--- src/rtl/mwb_stage.sv ---
//==============================================================================
// Module      : mwb_stage
// Description : Memory/writeback stage. Handles load alignment, writeback
//               selection, load-wait stalling, forwarding and retirement.
// Revision    : 1.0 - initial release
//==============================================================================
`default_nettype none

module mwb_stage #(
  parameter int XLEN = 32,
  parameter int PC_W = 14
) (
  input  logic            clk,
  input  logic            rst,
  input  logic [31:0]     instruction_in,
  input  logic [XLEN-1:0] alu_result_in,
  input  logic [PC_W-1:0] pc_in,
  input  logic            reg_we_in,
  input  logic [1:0]      dmem_sel_in,
  input  logic [2:0]      load_sel_in,
  input  logic [1:0]      wb_sel_in,
  input  logic [31:0]     dmem_rdata,
  input  logic            dmem_rvalid,
  output logic            stall,
  output logic            rf_we,
  output logic [4:0]      rf_waddr,
  output logic [XLEN-1:0] rf_wdata,
  output logic            fwd_valid,
  output logic [4:0]      fwd_addr,
  output logic [XLEN-1:0] fwd_data,
  output logic            misaligned_err,
  output logic [31:0]     retire_count
);

  typedef enum logic [0:0] {
    ST_RUN  = 1'b0,
    ST_WAIT = 1'b1
  } state_t;

  localparam logic [1:0] DMEM_LOAD = 2'b01;
  localparam logic [1:0] WB_LOAD   = 2'b01;
  localparam logic [1:0] WB_PC4    = 2'b10;
  localparam logic [2:0] F3_LB     = 3'b000;
  localparam logic [2:0] F3_LH     = 3'b001;
  localparam logic [2:0] F3_LW     = 3'b010;
  localparam logic [2:0] F3_LBU    = 3'b100;
  localparam logic [2:0] F3_LHU    = 3'b101;

  state_t            state_q, state_d;
  logic              fwd_valid_q, fwd_valid_d;
  logic [4:0]        fwd_addr_q, fwd_addr_d;
  logic [XLEN-1:0]   fwd_data_q, fwd_data_d;
  logic              misaligned_err_q, misaligned_err_d;
  logic [31:0]       retire_count_q, retire_count_d;

  logic              is_load;
  logic              is_bubble;
  logic              complete;
  logic              misaligned;
  logic [1:0]        off;
  logic [31:0]       shifted_word;
  logic [7:0]        sel_byte;
  logic [15:0]       sel_half;
  logic [XLEN-1:0]   load_data;
  logic [XLEN-1:0]   pc_plus4;
  logic [XLEN-1:0]   wb_value;
  logic              we_ok;

  assign is_bubble = (instruction_in == 32'd0);
  assign is_load   = (dmem_sel_in == DMEM_LOAD) && !is_bubble;
  assign off       = alu_result_in[1:0];

  // Load wait FSM: stall holds the instruction until its read data shows up.
  always_comb begin
    state_d = state_q;
    stall   = 1'b0;
    case (state_q)
      ST_RUN: begin
        if (is_load && !dmem_rvalid) begin
          stall   = 1'b1;
          state_d = ST_WAIT;
        end
      end
      ST_WAIT: begin
        stall = !dmem_rvalid;
        if (dmem_rvalid) begin
          state_d = ST_RUN;
        end
      end
      default: begin
        state_d = ST_RUN;
      end
    endcase
  end

  assign complete = !stall;

  always_comb begin
    misaligned = 1'b0;
    if (is_load) begin
      case (load_sel_in)
        F3_LH, F3_LHU: misaligned = off[0];
        F3_LW:         misaligned = (off != 2'b00);
        default:       misaligned = 1'b0;
      endcase
    end
  end

  // Little-endian lanes: shifting by the byte offset lines up the lane at [7:0].
  always_comb begin
    shifted_word = dmem_rdata >> {off, 3'b000};
    sel_byte     = shifted_word[7:0];
    sel_half     = off[1] ? dmem_rdata[31:16] : dmem_rdata[15:0];
    case (load_sel_in)
      F3_LB:   load_data = {{(XLEN-8){sel_byte[7]}}, sel_byte};
      F3_LH:   load_data = {{(XLEN-16){sel_half[15]}}, sel_half};
      F3_LBU:  load_data = {{(XLEN-8){1'b0}}, sel_byte};
      F3_LHU:  load_data = {{(XLEN-16){1'b0}}, sel_half};
      default: load_data = XLEN'(dmem_rdata);
    endcase
  end

  // PC+4 in full datapath width so the top PC does not wrap.
  assign pc_plus4 = XLEN'(pc_in) + XLEN'(4);

  always_comb begin
    case (wb_sel_in)
      WB_LOAD: wb_value = load_data;
      WB_PC4:  wb_value = pc_plus4;
      default: wb_value = alu_result_in;
    endcase
  end

  assign rf_waddr = instruction_in[11:7];
  assign rf_wdata = wb_value;
  assign we_ok    = reg_we_in && (rf_waddr != 5'd0) && !misaligned;
  assign rf_we    = complete && we_ok;

  always_comb begin
    fwd_valid_d      = rf_we;
    fwd_addr_d       = fwd_addr_q;
    fwd_data_d       = fwd_data_q;
    misaligned_err_d = misaligned_err_q;
    retire_count_d   = retire_count_q;
    if (rf_we) begin
      fwd_addr_d = rf_waddr;
      fwd_data_d = rf_wdata;
    end
    if (complete && misaligned) begin
      misaligned_err_d = 1'b1;
    end
    if (complete && !is_bubble) begin
      retire_count_d = retire_count_q + 32'd1;
    end
  end

  always_ff @(posedge clk) begin
    if (rst) begin
      state_q          <= ST_RUN;
      fwd_valid_q      <= 1'b0;
      fwd_addr_q       <= 5'd0;
      fwd_data_q       <= '0;
      misaligned_err_q <= 1'b0;
      retire_count_q   <= 32'd0;
    end else begin
      state_q          <= state_d;
      fwd_valid_q      <= fwd_valid_d;
      fwd_addr_q       <= fwd_addr_d;
      fwd_data_q       <= fwd_data_d;
      misaligned_err_q <= misaligned_err_d;
      retire_count_q   <= retire_count_d;
    end
  end

  assign fwd_valid      = fwd_valid_q;
  assign fwd_addr       = fwd_addr_q;
  assign fwd_data       = fwd_data_q;
  assign misaligned_err = misaligned_err_q;
  assign retire_count   = retire_count_q;

endmodule

`default_nettype wire

--- config.mk ---
export PLATFORM = sky130hd
export DESIGN_NAME = mwb_stage
export DESIGN_NICKNAME = d
export VERILOG_FILES = /design/src/rtl/mwb_stage.sv
export SDC_FILE = /design/constraint.sdc
export NUM_CORES = 1
export LEC_CHECK = 0
export BUFFER_PORTS_ARGS = -buffer_cell sky130_fd_sc_hd__buf_2
export CAP_MARGIN = 0
export CORE_ASPECT_RATIO = 1.75
export CORE_UTILIZATION = 50
export CTS_CLUSTER_DIAMETER = 120
export DETAILED_ROUTE_END_ITERATION = 6
export GPL_ROUTABILITY_DRIVEN = 0
export GPL_TIMING_DRIVEN = 0
export MAX_ROUTING_LAYER = met4
export PLACE_DENSITY = 0.86
export RECOVER_POWER = 50
export SLEW_MARGIN = 20
export SYNTH_ARGS = -nofsm -noshare
export SYNTH_HDL_FRONTEND = slang
export SYNTH_SLANG_ARGS = --single-unit
--- constraint.sdc ---
create_clock -name clk -period 3.6 [get_ports clk]
set_input_delay 0.36 -clock clk [delete_from_list [all_inputs] [get_ports clk]]
set_output_delay 0.36 -clock clk [all_outputs]
set_load 0.005 [all_outputs]
Yosys cells after proc, flatten, opt, wreduce, memory -nomap -nowiden
Index checks and enable logic that the tools add are counted.
W data, S select, Z words.

cells by class
  add/sub/neg operators = 2
  eq/ne operators = 7
  shifts and indexed selects = 1
  mux-type cells = 9
  bitwise gates (word level) = 1
  reductions and logical operators = 16

operators by type and width
  kind                     number
  $pmux W32 S4             1
  $pmux W32 S2             1
  $add A32 B1 Y32 const B  1
  $logic_not A32 Y1        1
  $shr A32 B5 Y8           1
  $mux W16                 1
  $add A14 B3 Y15 const B  1
  $logic_and A1 B1 Y1      7
  $eq A3 B3 Y1 const B     2
  $pmux W1 S2              3
  $reduce_bool A5 Y1       1
  $eq A2 B1 Y1 const B     2
  $logic_not A1 Y1         4
  $eq A3 B1 Y1 const B     1
  $eq A3 B2 Y1 const B     1
  $logic_not A3 Y1         1
  $mux W1                  3
  $eq A2 B2 Y1 const B     1
  $reduce_bool A2 Y1       1
  $reduce_or A2 Y1         1
  $not A1 Y1               1

storage, ports and cells
  flip-flop bits (word level) = 72
  output and inout port bits = 110
  word-level logic and storage cells = 42

Logic depth before layout (Yosys ltp)
  word-level depth = 8
  gate-level depth with buffers = 9

Least setup slack after synthesis
OpenSTA, ideal clock, no wires.

  path kind = input -> output
  start point = input port alu_result_in[1]
  end point = output port rf_wdata[7]
  arrival time = 1.681 ns
  setup slack = 1.559 ns
  stages on the path = 6
  buffers on the path = 1
  cell sequence = buf_2 inv_1 or4b_2 a31o_2 a221oi_2 nor2_1

on the way
  word-level cells in the longest chain between the ends = 3

ends and longest elaborated chain
  item                                        RTL line  RTL
  start: declaration                          16        input logic [XLEN-1:0] alu_result_in,
  $shr A32 B5 Y8 or $mux W16 (tied branches)  111, 113
  $pmux W32 S4 (*)                            114       case (load_sel_in)
  $pmux W32 S2 (*)                            127       case (wb_sel_in)
  end: declaration                            27        output logic [XLEN-1:0] rf_wdata,

Every way passes the cells marked *; elsewhere a longest branch is shown, timed or not.

Worst setup path after layout
  start point = input port load_sel_in[1]
  end point = output port rf_we

on the way
  word-level cells in the longest chain between the ends = 7

ends and longest elaborated chain
  item                                          RTL line  RTL
  start: declaration                            20        input logic [2:0] load_sel_in,
  $eq A3 B3 Y1 or $eq A3 B1 Y1 (tied branches)  101       case (load_sel_in)
  $reduce_or A2 Y1                              101
  $pmux W1 S2 (*)                               101
  $mux W1 (*)                                   100       if (is_load) begin
  $logic_not A1 Y1 (*)                          136       assign we_ok = reg_we_in && (rf_waddr != 5'd0) && !misaligned;
  $logic_and A1 B1 Y1 (*)                       136
  $logic_and A1 B1 Y1 (*)                       137       assign rf_we = complete && we_ok;
  end: declaration                              25        output logic rf_we,

Marked as above.

==> impl_metrics.env <==
export IMPL_status="complete, no violations"
export IMPL_hold_depth=3
export IMPL_cts_hold_buf=0
export IMPL_maxSlewHeadroom=0.5766
export IMPL_ir_drop_v=0.0002374
export IMPL_drv_slew=0
export IMPL_path_class="input port to output pin"
export IMPL_yosys_top_cells_area="dfxtp_1 31%, a21oi_1 8.0%, nand2_1 4.6%"
export IMPL_dieArea_um2=9683
export IMPL_drv_cap=0
export IMPL_worstMarginPinSlew_ns=0.6351
export IMPL_finalHoldViolations=0
export IMPL_synth_seq_cells=72
export IMPL_setup_violations=0
export IMPL_rsz0062_at_grt="no"
export IMPL_cts_root_buf="clkbuf_16"
export IMPL_setup_tns_ns=0
export IMPL_drc=0
export IMPL_clock_fmax_mhz=350.8
export IMPL_cts_resized=0
export IMPL_cts_sinks=72
export IMPL_critPathRequiredTime_ns=3.24
export IMPL_final_period_utilization=0.7919
export IMPL_crit_family="buffers and inverters"
export IMPL_ys_warn_count=0
export IMPL_avgSynthCellArea_um2=7.890
export IMPL_initial_core_util=0.5134
export IMPL_cpMostUsedCell="clkbuf_1"
export IMPL_cp_data_arrival_time_ns=2.49
export IMPL_fin_ws_ns=0.7493
export IMPL_netlist_area_um2=4639
export IMPL_dr_pass1_iters=5
export IMPL_syn_nets=713
export IMPL_h_tree_depth=3
export IMPL_postCtsSetupBuffers=0
export IMPL_layout_min_cycle_time_ns=2.851
export IMPL_cts_clk_slew_worst_paths_ns=0.06
export IMPL_final_cells=950
export IMPL_rr_startpoint="state_q"
export IMPL_cellLeakagePower_nw=2.646
export IMPL_synth_most_common_cell="a21oi_1"
export IMPL_drtAntennaViolNets=0
export IMPL_rows=46
export IMPL_yosys_area_top_type="dfxtp_1"
export IMPL_critical_path_endpoint_type="output pin"
export IMPL_via_per_inst=6.026
export IMPL_cp_max_fo=10
export IMPL_layout_drive_gt1_share=0.2855
export IMPL_wl_um=17190
export IMPL_overflow=0
export IMPL_cp_depth=8
export IMPL_power_density_nw_per_um2=358.1
export IMPL_slowest_delay_ns=0.57
export IMPL_reg2reg_slack_ns=1.54
export IMPL_fin_util=0.6771
export IMPL_yosys_top_cells_count="74 x a21oi_1, 72 x dfxtp_1, 57 x nand2_1, 47 x nor2_1, 33 x o21ai_0"
export IMPL_cts_max_path_buffers=2
export IMPL_ys_types=65
export IMPL_crit_chain="clkbuf_1 > inv_1 > o41ai_1 > a211o_1 > clkbuf_1 > inv_4 > clkbuf_1 > buf_2"
export IMPL_pin_count=231
export IMPL_cpMaxStageDelayCell="o41ai_1"
export IMPL_cts_buffers=9
export IMPL_antenna_found_initial=0
export IMPL_reg2reg_to="fwd_data[28]"
export IMPL_die_y_um=129.4
export IMPL_nets=951
export IMPL_async_reset_ff_frac=0
export IMPL_grt_max_degree=12
export IMPL_cp_num_buf_inv=6
export IMPL_grt_pass1_vias=5528
export IMPL_holdPathEnd="fwd_addr[2]"
export IMPL_place_ws_ns=0.9529
export IMPL_critical_path_startpoint="load_sel_in[1]"
export IMPL_crit_path_start_kind="input port"
export IMPL_synth_top_cell_area_share=0.3107
export IMPL_grt_pass1_wl_um=25430
export IMPL_grt_util_all_layers=0.3604
export IMPL_drt_iter0_drc=314
export IMPL_ys_seq_area_frac=0.3107
export IMPL_min_from="instruction_in[9]"
export IMPL_syn2layout_area_growth_pct=31.88
export IMPL_synth_edf_count=0
export IMPL_wl_per_cell_um=18.09
export IMPL_vias=5725
export IMPL_io_buffers=227
export IMPL_fp_dieW_um=74.82
export IMPL_min_path_type="input port to flop"
export IMPL_core_area_um2=9036
export IMPL_r2r_cells=7
export IMPL_dp_cells=935
export IMPL_insertion_delay_ns=0.34
export IMPL_diodes=0
export IMPL_netlist_instances=588
export IMPL_dp_hpwl_um=13840
export IMPL_cts_tree="built"
export IMPL_finalClockSkew_ns=0.006607
export IMPL_synth_flop_cell="dfxtp_1"
-- cell usage in the layout, fill, tap and decap left out, types with 3 or more instances in the layout --
cell type	n
clkbuf_1	78
ha_1	4
nor3b_1	4
o21a_1	10
o221ai_1	8
o211a_1	15
nor2b_1	5
a221o_1	6
nand2b_1	5
clkbuf_16	9
a21oi_1	74
nor4_2	4
o21ai_0	33
xor2_1	9
nand3_1	18
or4_1	20
inv_1	20
buf_2	181
nand4_1	8
buf_6	4
or3_1	12
o21ai_1	3
o31ai_1	20
o41ai_1	5
nor3_1	24
mux2_2	6
buf_4	8
nand3b_1	6
mux2i_1	3
a22oi_1	4
nand2_1	57
nand4_2	3
nor2_1	47
dfxtp_1	72
-- cell families after synthesis --
family / Yosys count / share of synthesized area
buf+inv: 66 / 0.07065
fa+ha+maj: 4 / 0.01079
simple gates: 224 / 0.2632
mux: 11 / 0.02751
xor+xnor: 10 / 0.01888
compound gates: 201 / 0.2983
flops: 72 / 0.3107
-- per-layer routing --
| layer | routed length [um] | global-route usage | part of all wire | vias to the layer above |
|---|---|---|---|---|
| met2 | 9323 | 0.6471 | 0.54 | 311 |
| li1 | - | - | - | 2674 |
| met3 | 1124 | 0.06843 | 0.065 | 82 |
| met1 | 5560 | 0.3145 | 0.32 | 2658 |
| met5 | 0 | - | 0 | - |
| met4 | 1176 | 0.2819 | 0.068 | 0 |
-- flip-flops by register name, summed over array words and instances, names as in the netlist --
signal	count
retire_count	32
state_q	1
misaligned_err	1
fwd_addr	5
fwd_data	32
fwd_valid	1
-- worst max path at each step --
| stage | end | slack (ns) |
|---|---|---|
| 6_report | rf_we | 0.75 |
| 5_1_grt | rf_we | 0.55 |
| 4_1_cts | rf_wdata[1] | 0.93 |
| 3_5_place_dp | rf_wdata[1] | 0.95 |
| 3_3_place_gp | rf_wdata[1] | 0.97 |
| 2_1_floorplan | rf_wdata[7] | 1.56 |
-- worst reg2reg max path: stages, from the launching register on --
cell	delay [ns]
dfxtp_1	0.32
o21ba_2	0.26
a211o_1	0.27
clkbuf_1	0.22
inv_4	0.15
clkbuf_1	0.49
nor2_1	0.10
nor3_1	0.18
-- layout make-up --
cell class / instances / area (um^2)
buffer: 45 / 239.0
sequential: 72 / 1441
tap: 120 / 150.1
clock buffer: 12 / 256.5
clock inverter: 3 / 17.52
fill: 797 / 2918
multi-input combinational: 450 / 2863
inverter: 21 / 81.33
timing repair buffer: 227 / 1070
-- where the power goes --
| part | switching, mW | internal (mW) | total, mW | leakage (nW) |
|---|---|---|---|---|
| registers | 0.0236 | 0.838 | 0.861 | 0.588 |
| logic | 0.279 | 0.209 | 0.488 | 1.92 |
| clock network | 0.344 | 0.498 | 0.842 | 0.134 |
| total | 0.646 | 1.54 | 2.19 | 2.65 |
-- stage by stage --
| stage | area, um^2 | power (mW) | hold WS [ns] |
|---|---|---|---|
| final | 6118 | 2.191 | 0.2782 |
| after global routing | 6118 | 2.270 | 0.2862 |
| after CTS | 6200 | 2.200 | 0.2715 |
| after detailed placement | 5926 | 1.364 | 0.4495 |
| after global placement | 5926 | 1.352 | 0.4435 |
| after floorplan | 4639 | 1.128 | 0.4527 |
No activity file was read; power rests on OpenSTA's default activity.
